`config.mk`:
```
export PLATFORM = sky130hd
export DESIGN_NAME = priority_encoder_8to3
export DESIGN_NICKNAME = d
export VERILOG_FILES = /design/src/rtl/priority_encoder_8to3_pkg.sv /design/src/rtl/priority_encoder_8to3_prio_enc8.sv /design/src/rtl/priority_encoder_8to3.sv
export SDC_FILE = /design/constraint.sdc
export NUM_CORES = 1
export LEC_CHECK = 0
export BUFFER_PORTS_ARGS = -buffer_cell sky130_fd_sc_hd__buf_2
export CAP_MARGIN = 20
export CORE_MARGIN = 1.5
export CORE_UTILIZATION = 44
export DETAILED_ROUTE_END_ITERATION = 10
export PLACE_DENSITY = 0.72
export SLEW_MARGIN = 15
export SYNTH_ARGS = -nofsm -noshare
export SYNTH_HDL_FRONTEND = slang
export SYNTH_SLANG_ARGS = --single-unit
```
`constraint.sdc`:
```
create_clock -name clk -period 1.65 [get_ports clk]
set_clock_uncertainty 0.05 [all_clocks]
set_input_delay 0.0825 -clock clk [delete_from_list [all_inputs] [get_ports clk]]
set_output_delay 0.0825 -clock clk [all_outputs]
set_load 0.1 [all_outputs]
```
`src/rtl/priority_encoder_8to3_pkg.sv`:
```
// Shared widths, state encoding and helpers for the 8-to-3 priority encoder.
package priority_encoder_8to3_pkg;

  localparam int unsigned REQ_W  = 8;
  localparam int unsigned CODE_W = 3;

  localparam logic ST_IDLE    = 1'b0;
  localparam logic ST_PRESENT = 1'b1;

  typedef enum logic {
    StIdle    = ST_IDLE,
    StPresent = ST_PRESENT
  } state_e;

  function automatic logic [REQ_W-1:0] onehot(input logic [CODE_W-1:0] idx);
    return REQ_W'(1) << idx;
  endfunction

endpackage

```
`src/rtl/priority_encoder_8to3_prio_enc8.sv`:
```
// Combinational 8->3 encoder: index of the highest set bit, plus an any flag.
module prio_enc8
  import priority_encoder_8to3_pkg::*;
(
  input  logic [REQ_W-1:0]  vec,
  output logic [CODE_W-1:0] code,
  output logic              any
);

  // Ascending scan so the highest set bit is the last to assign.
  always_comb begin
    code = '0;
    for (int i = 0; i < REQ_W; i++) begin
      if (vec[i]) code = CODE_W'(i);
    end
  end

  assign any = |vec;

endmodule

```
`src/rtl/priority_encoder_8to3.sv`:
```
// Registered 8-to-3 priority encoder with sticky request capture and valid/ack handshake.
module priority_encoder_8to3
  import priority_encoder_8to3_pkg::*;
#(
  parameter int unsigned SERVICED_W = 8
) (
  input  logic                  clk,
  input  logic                  rst_n,
  input  logic                  enable,
  input  logic [REQ_W-1:0]      req,
  input  logic                  ack,
  output logic [CODE_W-1:0]     out,
  output logic                  valid,
  output logic [REQ_W-1:0]      pending,
  output logic [SERVICED_W-1:0] serviced_cnt
);

  state_e                state_q;
  logic [REQ_W-1:0]      pending_q, pending_d, clr_mask;
  logic [CODE_W-1:0]     out_q, next_code;
  logic [SERVICED_W-1:0] cnt_q;
  logic                  handshake, next_any, load;

  assign handshake = (state_q == StPresent) & ack;
  assign clr_mask  = handshake ? onehot(out_q) : '0;
  // New requests are ORed in after the clear, so a re-request survives its own ack.
  assign pending_d = (pending_q & ~clr_mask) | req;

  prio_enc8 u_enc (
    .vec  (pending_d),
    .code (next_code),
    .any  (next_any)
  );

  assign load = enable & next_any;

  always_ff @(posedge clk or negedge rst_n) begin
    if (!rst_n) begin
      state_q   <= StIdle;
      pending_q <= '0;
      out_q     <= '0;
      cnt_q     <= '0;
    end else begin
      pending_q <= pending_d;
      if (handshake && (cnt_q != '1)) cnt_q <= cnt_q + SERVICED_W'(1);
      case (state_q)
        StIdle: begin
          if (load) begin
            out_q   <= next_code;
            state_q <= StPresent;
          end
        end
        StPresent: begin
          // Without ack the presented code is frozen regardless of enable.
          if (ack) begin
            if (load) out_q <= next_code;
            else      state_q <= StIdle;
          end
        end
        default: state_q <= StIdle;
      endcase
    end
  end

  assign out          = out_q;
  assign valid        = (state_q == StPresent);
  assign pending      = pending_q;
  assign serviced_cnt = cnt_q;

endmodule
```
==> impl_metrics.env, run 1 <==
export IMPL_cpMaxStageDelayCell="dfrtp_4"
export IMPL_top_usage_layer="met2"
export IMPL_start_util=0.461
export IMPL_avgViaCountPerCell=4.97
export IMPL_core_area_um2=2170
export IMPL_synth_cells=85
export IMPL_numCtsBuffers=3
export IMPL_slew_headroom=0.675
export IMPL_gp_congestion=0.789
export IMPL_syn_num_nets=98
export IMPL_synth_compound_area_frac=0.145
export IMPL_utilization=0.726
export IMPL_num_antenna_cells=0
export IMPL_yosysWarnings=0
export IMPL_multi_input_area_um2=544
export IMPL_whs_ns=0.0417
export IMPL_nets=161
export IMPL_required_ns=1.80
export IMPL_status="finished, violations left"
export IMPL_leakage_nw=0.660
export IMPL_max_stage_delay_ns=0.53
export IMPL_final_cell_mix="buf_2 (31), buf_4 (27), dfrtp_4 (10), nor2_1 (7), dfrtp_2 (7)"
export IMPL_wl_mm=2.48
export IMPL_dpl_instance_area_um2=1400
export IMPL_maxCapViolCount=0
export IMPL_synth_area_um2=1000
export IMPL_htree_levels=1
export IMPL_timing_final_ws_setup_ns=-0.227
export IMPL_rows=17
export IMPL_die_h_um=50.7
export IMPL_hold_viol_final=0
export IMPL_synthSimpleGateAreaFrac=0.196
export IMPL_vias=870
export IMPL_dieArea_um2=2570
export IMPL_cp_max_fo=7
export IMPL_final_cell_area_um2=1580
export IMPL_placement_io_buffers=31
export IMPL_clock_root_buffer="clkbuf_4"
export IMPL_seq_area_frac_synth=0.500
export IMPL_antenna_found_initial=0
export IMPL_p_total_mw=2.21
export IMPL_use_met3=0.0268
export IMPL_num_io_pins=32
export IMPL_drv_slew=0
export IMPL_yosys_area_share_adder=0.0125
export IMPL_tritoncts="done"
export IMPL_endpoint_kind="flop"
export IMPL_grt_use_total=0.208
export IMPL_synth_seq_cells=20
export IMPL_fin_crit_ns=1.88
export IMPL_pre_cts_slack_ns=-0.226
export IMPL_rsz0062_at_grt="true"
export IMPL_clk_pin_slew_ns=0.12
export IMPL_grt_max_degree=21
export IMPL_drtIter0Drc=20
export IMPL_crit_type="flop to flop"
export IMPL_synth_area_mux_share=0.0513
export IMPL_hold_class="input pin to flop"
export IMPL_fin_crit_sh=1.14
export IMPL_wl_per_cell_um=14.1
export IMPL_grt_pass1_vias=854
export IMPL_failed_checks="negative setup slack"
export IMPL_grt_overflow=0
export IMPL_fillers=157
export IMPL_synth_xor_area_frac=0.0612
export IMPL_post_route_drc_count=0
export IMPL_clock_path_buffers=2
export IMPL_avgSynthCellArea_um2=11.8
export IMPL_synth_top_family_by_area="simple AND/OR/NAND/NOR gates"
export IMPL_seq_area_um2=547
export IMPL_tightestPinTransition_ns=0.491
export IMPL_clk_latency_ns=0.31
export IMPL_setup_violations=4
export IMPL_final_common_cell="buf_2"
export IMPL_antenna_left=0
export IMPL_crit_path_cell_trace="or3b_4 > o22ai_4 > inv_2 > nor2_4 > a31oi_4 > mux2_4"
export IMPL_hpwl_mm=1.76
export IMPL_use_met1=0.269
export IMPL_max_freq_mhz=533
export IMPL_startpoint_type="flop"
export IMPL_cp_arrival_ns=2.03
export IMPL_cellPowerDensity_nw_per_um2=1410
export IMPL_grt_use_met2=0.346
export IMPL_vdd_drop_max_uv=1250
export IMPL_grt_pass1_wl_mm=3.88
export IMPL_area_growth_pct=57.4
export IMPL_yosys_cell_types_count=32
export IMPL_fp_dieW_um=50.7
export IMPL_drive_above_1_share=0.728
export IMPL_dr_pass1_iters=4
export IMPL_cts_num_sinks=20
[routing by layer]
layer,share of wire,vias to the layer above
li1,-,429
met1,0.45,420
met2,0.52,16
met3,0.024,5
met4,0.011,0
met5,0,-
[synth_stat cells]
cell | instances | area, um2
a31oi_2 | 1 | 12.5
xor2_1 | 3 | 26.3
xnor2_1 | 4 | 35.0
or3b_1 | 1 | 8.76
nand3_1 | 2 | 10.0
mux2i_1 | 1 | 10.0
and4_1 | 2 | 17.5
and3b_1 | 1 | 8.76
nor2_4 | 1 | 11.3
mux2_4 | 2 | 30.0
nand3b_1 | 2 | 15.0
and3_1 | 2 | 12.5
nand4_1 | 1 | 6.26
dfrtp_1 | 20 | 500
nor3_1 | 2 | 10.0
o22ai_2 | 2 | 25.0
a41oi_2 | 1 | 16.3
nor3b_1 | 3 | 22.5
o2bb2ai_1 | 1 | 8.76
o31ai_1 | 2 | 15.0
and3_4 | 1 | 11.3
nor2_1 | 8 | 30.0
inv_1 | 3 | 11.3
mux2_2 | 1 | 11.3
buf_4 | 2 | 15.0
nand2_1 | 3 | 11.3
nor4_4 | 1 | 21.3
a41oi_4 | 1 | 27.5
inv_2 | 2 | 7.51
a21oi_1 | 7 | 35.0
ha_1 | 1 | 12.5
o21ai_0 | 1 | 5.00
[critical path, delay by kind of cell, from the launching register on]
family,cells,cell delay [ns]
buffers and inverters,1,0.07
and+or+nand+nor,2,0.56
DFF,1,0.53
muxes,1,0.32
AOI/OAI and AO/OA,2,0.25
[cell type report]
| class | count | share of cell area |
|---|---|---|
| clock inverter | 1 | 0.0191 |
| timing repair buffer | 60 | 0.240 |
| clock buffer | 3 | 0.0143 |
| inverter | 5 | 0.0119 |
| multi-input combinational | 58 | 0.346 |
| sequential | 20 | 0.347 |
| tap | 28 | 0.0222 |
[through the flow]
stage | cells | setup TNS [ns]
2_1_floorplan | 85 | -1.85
5_1_grt | 175 | -1.07
4_1_cts | 170 | -0.736
3_3_place_gp | 162 | -0.483
3_5_place_dp | 162 | -0.663
6_report | 175 | -0.654
[final timing paths]
| kind | from | endpoint | slack (ns) | depth (start not counted) |
|---|---|---|---|---|
| min | ack | valid | 0.04 | 3 |
| min reg2reg | serviced_cnt[7] | serviced_cnt[7] | 0.45 | 1 |
| max | out[2] | out[0] | -0.23 | 6 |
| max in group asynchronous | rst_n | out[2] | 1.00 | 2 |
| min in group asynchronous | rst_n | serviced_cnt[2] | 0.19 | 2 |
| max reg2reg | out[2] | out[0] | -0.23 | 6 |
[where the power goes]
| group | internal (mW) | total (mW) | switching, mW |
|---|---|---|---|
| clock | 0.246 | 0.407 | 0.161 |
| sequential | 0.624 | 0.692 | 0.0681 |
| combinational | 0.288 | 1.12 | 0.828 |
[what timing repair did]
action | 4_1_cts | 5_1_grt
hold buffers | 2 | 0
gates resized for setup | 2 | 11
setup buffers | 2 | 6
endpoints found under the hold margin | 21 | 0
endpoints found under the setup margin | 5 | 5
pin swaps | 4 | 7
[flip-flops by register name, summed over array words and instances, names as in the netlist]
signal,cells
valid,1
pending,8
out,3
serviced_cnt,8
[cells by family (layout without fill, tap and decap cells)]
logic type | Yosys count | count (layout)
adders and majority gates | 1 | 1
AOI/OAI and AO/OA | 16 | 16
xor gates and xnor gates | 7 | 7
muxes | 4 | 4
and+or+nand+nor | 30 | 30
buffers and inverters | 7 | 69
DFF | 20 | 20
Note: power is estimated with default switching activity, not from simulation.
==> run 2, diff against run 1 <==
- CORE_ASPECT_RATIO: not set -> 1.1
- GPL_TIMING_DRIVEN: not set -> 0
==> impl_metrics.env, run 2 (same netlist as run 1, synthesis figures left out) <==
export IMPL_drtIter0Drc=8
export IMPL_grt_use_total=0.204
export IMPL_r2r_slack_ns=-0.30
export IMPL_holdPathStages=3
export IMPL_hpwl_mm=1.64
export IMPL_dr_pass1_iters=4
export IMPL_p_clk_frac=0.133
export IMPL_wl_per_cell_um=15.2
export IMPL_area_growth_pct=56.4
export IMPL_avgViaCountPerCell=5.20
export IMPL_clk_latency_ns=0.30
export IMPL_max_stage_delay_ns=0.54
export IMPL_final_common_cell="buf_2"
export IMPL_final_cell_area_um2=1570
export IMPL_fin_crit_sh=1.18
export IMPL_grt_pass1_vias=848
export IMPL_min_from="req[0]"
export IMPL_htree_levels=1
export IMPL_timing_final_ws_setup_ns=-0.299
export IMPL_dieArea_um2=2570
export IMPL_fp_dieW_um=48.5
export IMPL_failed_checks="negative setup slack"
export IMPL_gp_congestion=0.724
export IMPL_pwr_share_comb=0.529
export IMPL_cpMaxStageDelayCell="dfrtp_4"
export IMPL_startpoint_type="flop"
export IMPL_max_freq_mhz=513
export IMPL_vias=895
export IMPL_clk_pin_slew_ns=0.12
export IMPL_maxCapViolCount=0
export IMPL_crit_type="flop to flop"
export IMPL_path_buf_inv=1
export IMPL_nets=158
export IMPL_setup_violations=4
export IMPL_p_sw_mw=1.06
export IMPL_tightestPinTransition_ns=0.494
export IMPL_tritoncts="done"
export IMPL_post_route_drc_count=0
export IMPL_leakage_nw=0.644
export IMPL_cpLargestDelayFamily="flip-flops"
export IMPL_rr_worst_depth=6
export IMPL_slew_headroom=0.673
export IMPL_fillers=161
export IMPL_vdd_drop_max_uv=1120
export IMPL_numCtsBuffers=3
export IMPL_status="finished, violations left"
export IMPL_r2r_start="out[2]"
export IMPL_fin_crit_ns=1.95
export IMPL_drv_slew=0
export IMPL_crit_path_cell_trace="buf_4 > nor3b_2 > a21oi_2 > nor4_4 > a31oi_4 > mux2_4"
export IMPL_final_cell_mix="buf_2 (31), buf_4 (23), dfrtp_4 (10), nor2_1 (7), dfrtp_2 (7)"
export IMPL_power_internal_mw=1.06
export IMPL_drive_above_1_share=0.694
export IMPL_hold_viol_final=0
export IMPL_core_area_um2=2080
export IMPL_required_ns=1.79
export IMPL_cellPowerDensity_nw_per_um2=1350
export IMPL_grt_overflow=0
export IMPL_cp_arrival_ns=2.08
export IMPL_min_to="pending[0]"
export IMPL_grt_max_degree=21
export IMPL_rsz0062_at_grt="true"
export IMPL_cts_num_sinks=20
export IMPL_cp_max_fo=7
export IMPL_grt_pass1_wl_mm=3.93
export IMPL_antenna_found_initial=0
export IMPL_endpoint_kind="flop"
export IMPL_die_h_um=53.0
export IMPL_num_io_pins=32
export IMPL_rows=17
export IMPL_num_antenna_cells=0
export IMPL_rr_endpoint="out[1]"
export IMPL_start_util=0.480
export IMPL_switching_share=0.499
export IMPL_hold_class="input pin to flop"
export IMPL_critPathLaunch="out[2]"
export IMPL_p_total_mw=2.12
export IMPL_antenna_left=0
export IMPL_placement_io_buffers=31
export IMPL_dpl_instance_area_um2=1270
export IMPL_clock_root_buffer="clkbuf_4"
export IMPL_power_frac_seq=0.339
export IMPL_clock_path_buffers=2
export IMPL_wl_mm=2.61
run 2: routing by layer:
metal,GRT usage,vias up,wire (um)
li1,-,423,-
met1,0.242,437,1020
met2,0.398,27,1450
met3,0.0169,8,90
met4,0.0571,0,45
met5,0,-,0
run 2: worst max-delay path by stage:
stage	cells past startpoint	slack (ns)	to
after floorplan	7	-0.41	out[0]
after global placement	7	-0.28	out[1]
after detailed placement	6	-0.33	out[0]
after CTS	6	-0.29	out[1]
after global routing	6	-0.31	out[1]
final	6	-0.30	out[1]
run 2: per-stage QoR:
step	setup slack [ns]	hold slack, ns	utilization	TNS (ns)	std cells
after global routing	-0.310	0.0674	0.751	-1.17	172
after CTS	-0.290	0.00664	0.682	-1.00	158
after global placement	-0.281	0.00482	0.609	-1.05	144
after detailed placement	-0.334	0.00661	0.609	-1.39	144
after floorplan	-0.413	-0.263	-	-1.85	85
final	-0.299	0.0312	0.751	-0.985	172
run 2: area by class of cell:
class | count | area, um2 | area share
sequential | 20 | 547 | 0.349
multi-input combinational | 58 | 571 | 0.365
timing repair buffer | 57 | 358 | 0.229
inverter | 5 | 18.8 | 0.0120
clock buffer | 4 | 36.3 | 0.0232
tap | 28 | 35.0 | 0.0224
run 2: power by group through the flow:
| stage | Clock, mW | Combinational, mW | Sequential [mW] |
|---|---|---|---|
| 4_1_cts | 0.294 | 1.01 | 0.733 |
| 5_1_grt | 0.314 | 1.17 | 0.731 |
| 3_5_place_dp | 0 | 0.959 | 0.729 |
| 6_report | 0.281 | 1.12 | 0.718 |
| 2_1_floorplan | 0 | 0.187 | 1.34 |
| 3_3_place_gp | 0 | 0.945 | 0.723 |
run 2: repair_timing:
item,CTS,global route
endpoints found under the setup margin,7,8
hold buffers,3,0
resized for setup,5,10
hold endpoints to repair,21,0
setup buffers,8,15
pin swaps,7,15
run 2: tightest hold or removal path, cell delays in order:
cell and delay, ns:
buf_2 0.10, nor2_1 0.09, a21oi_1 0.07
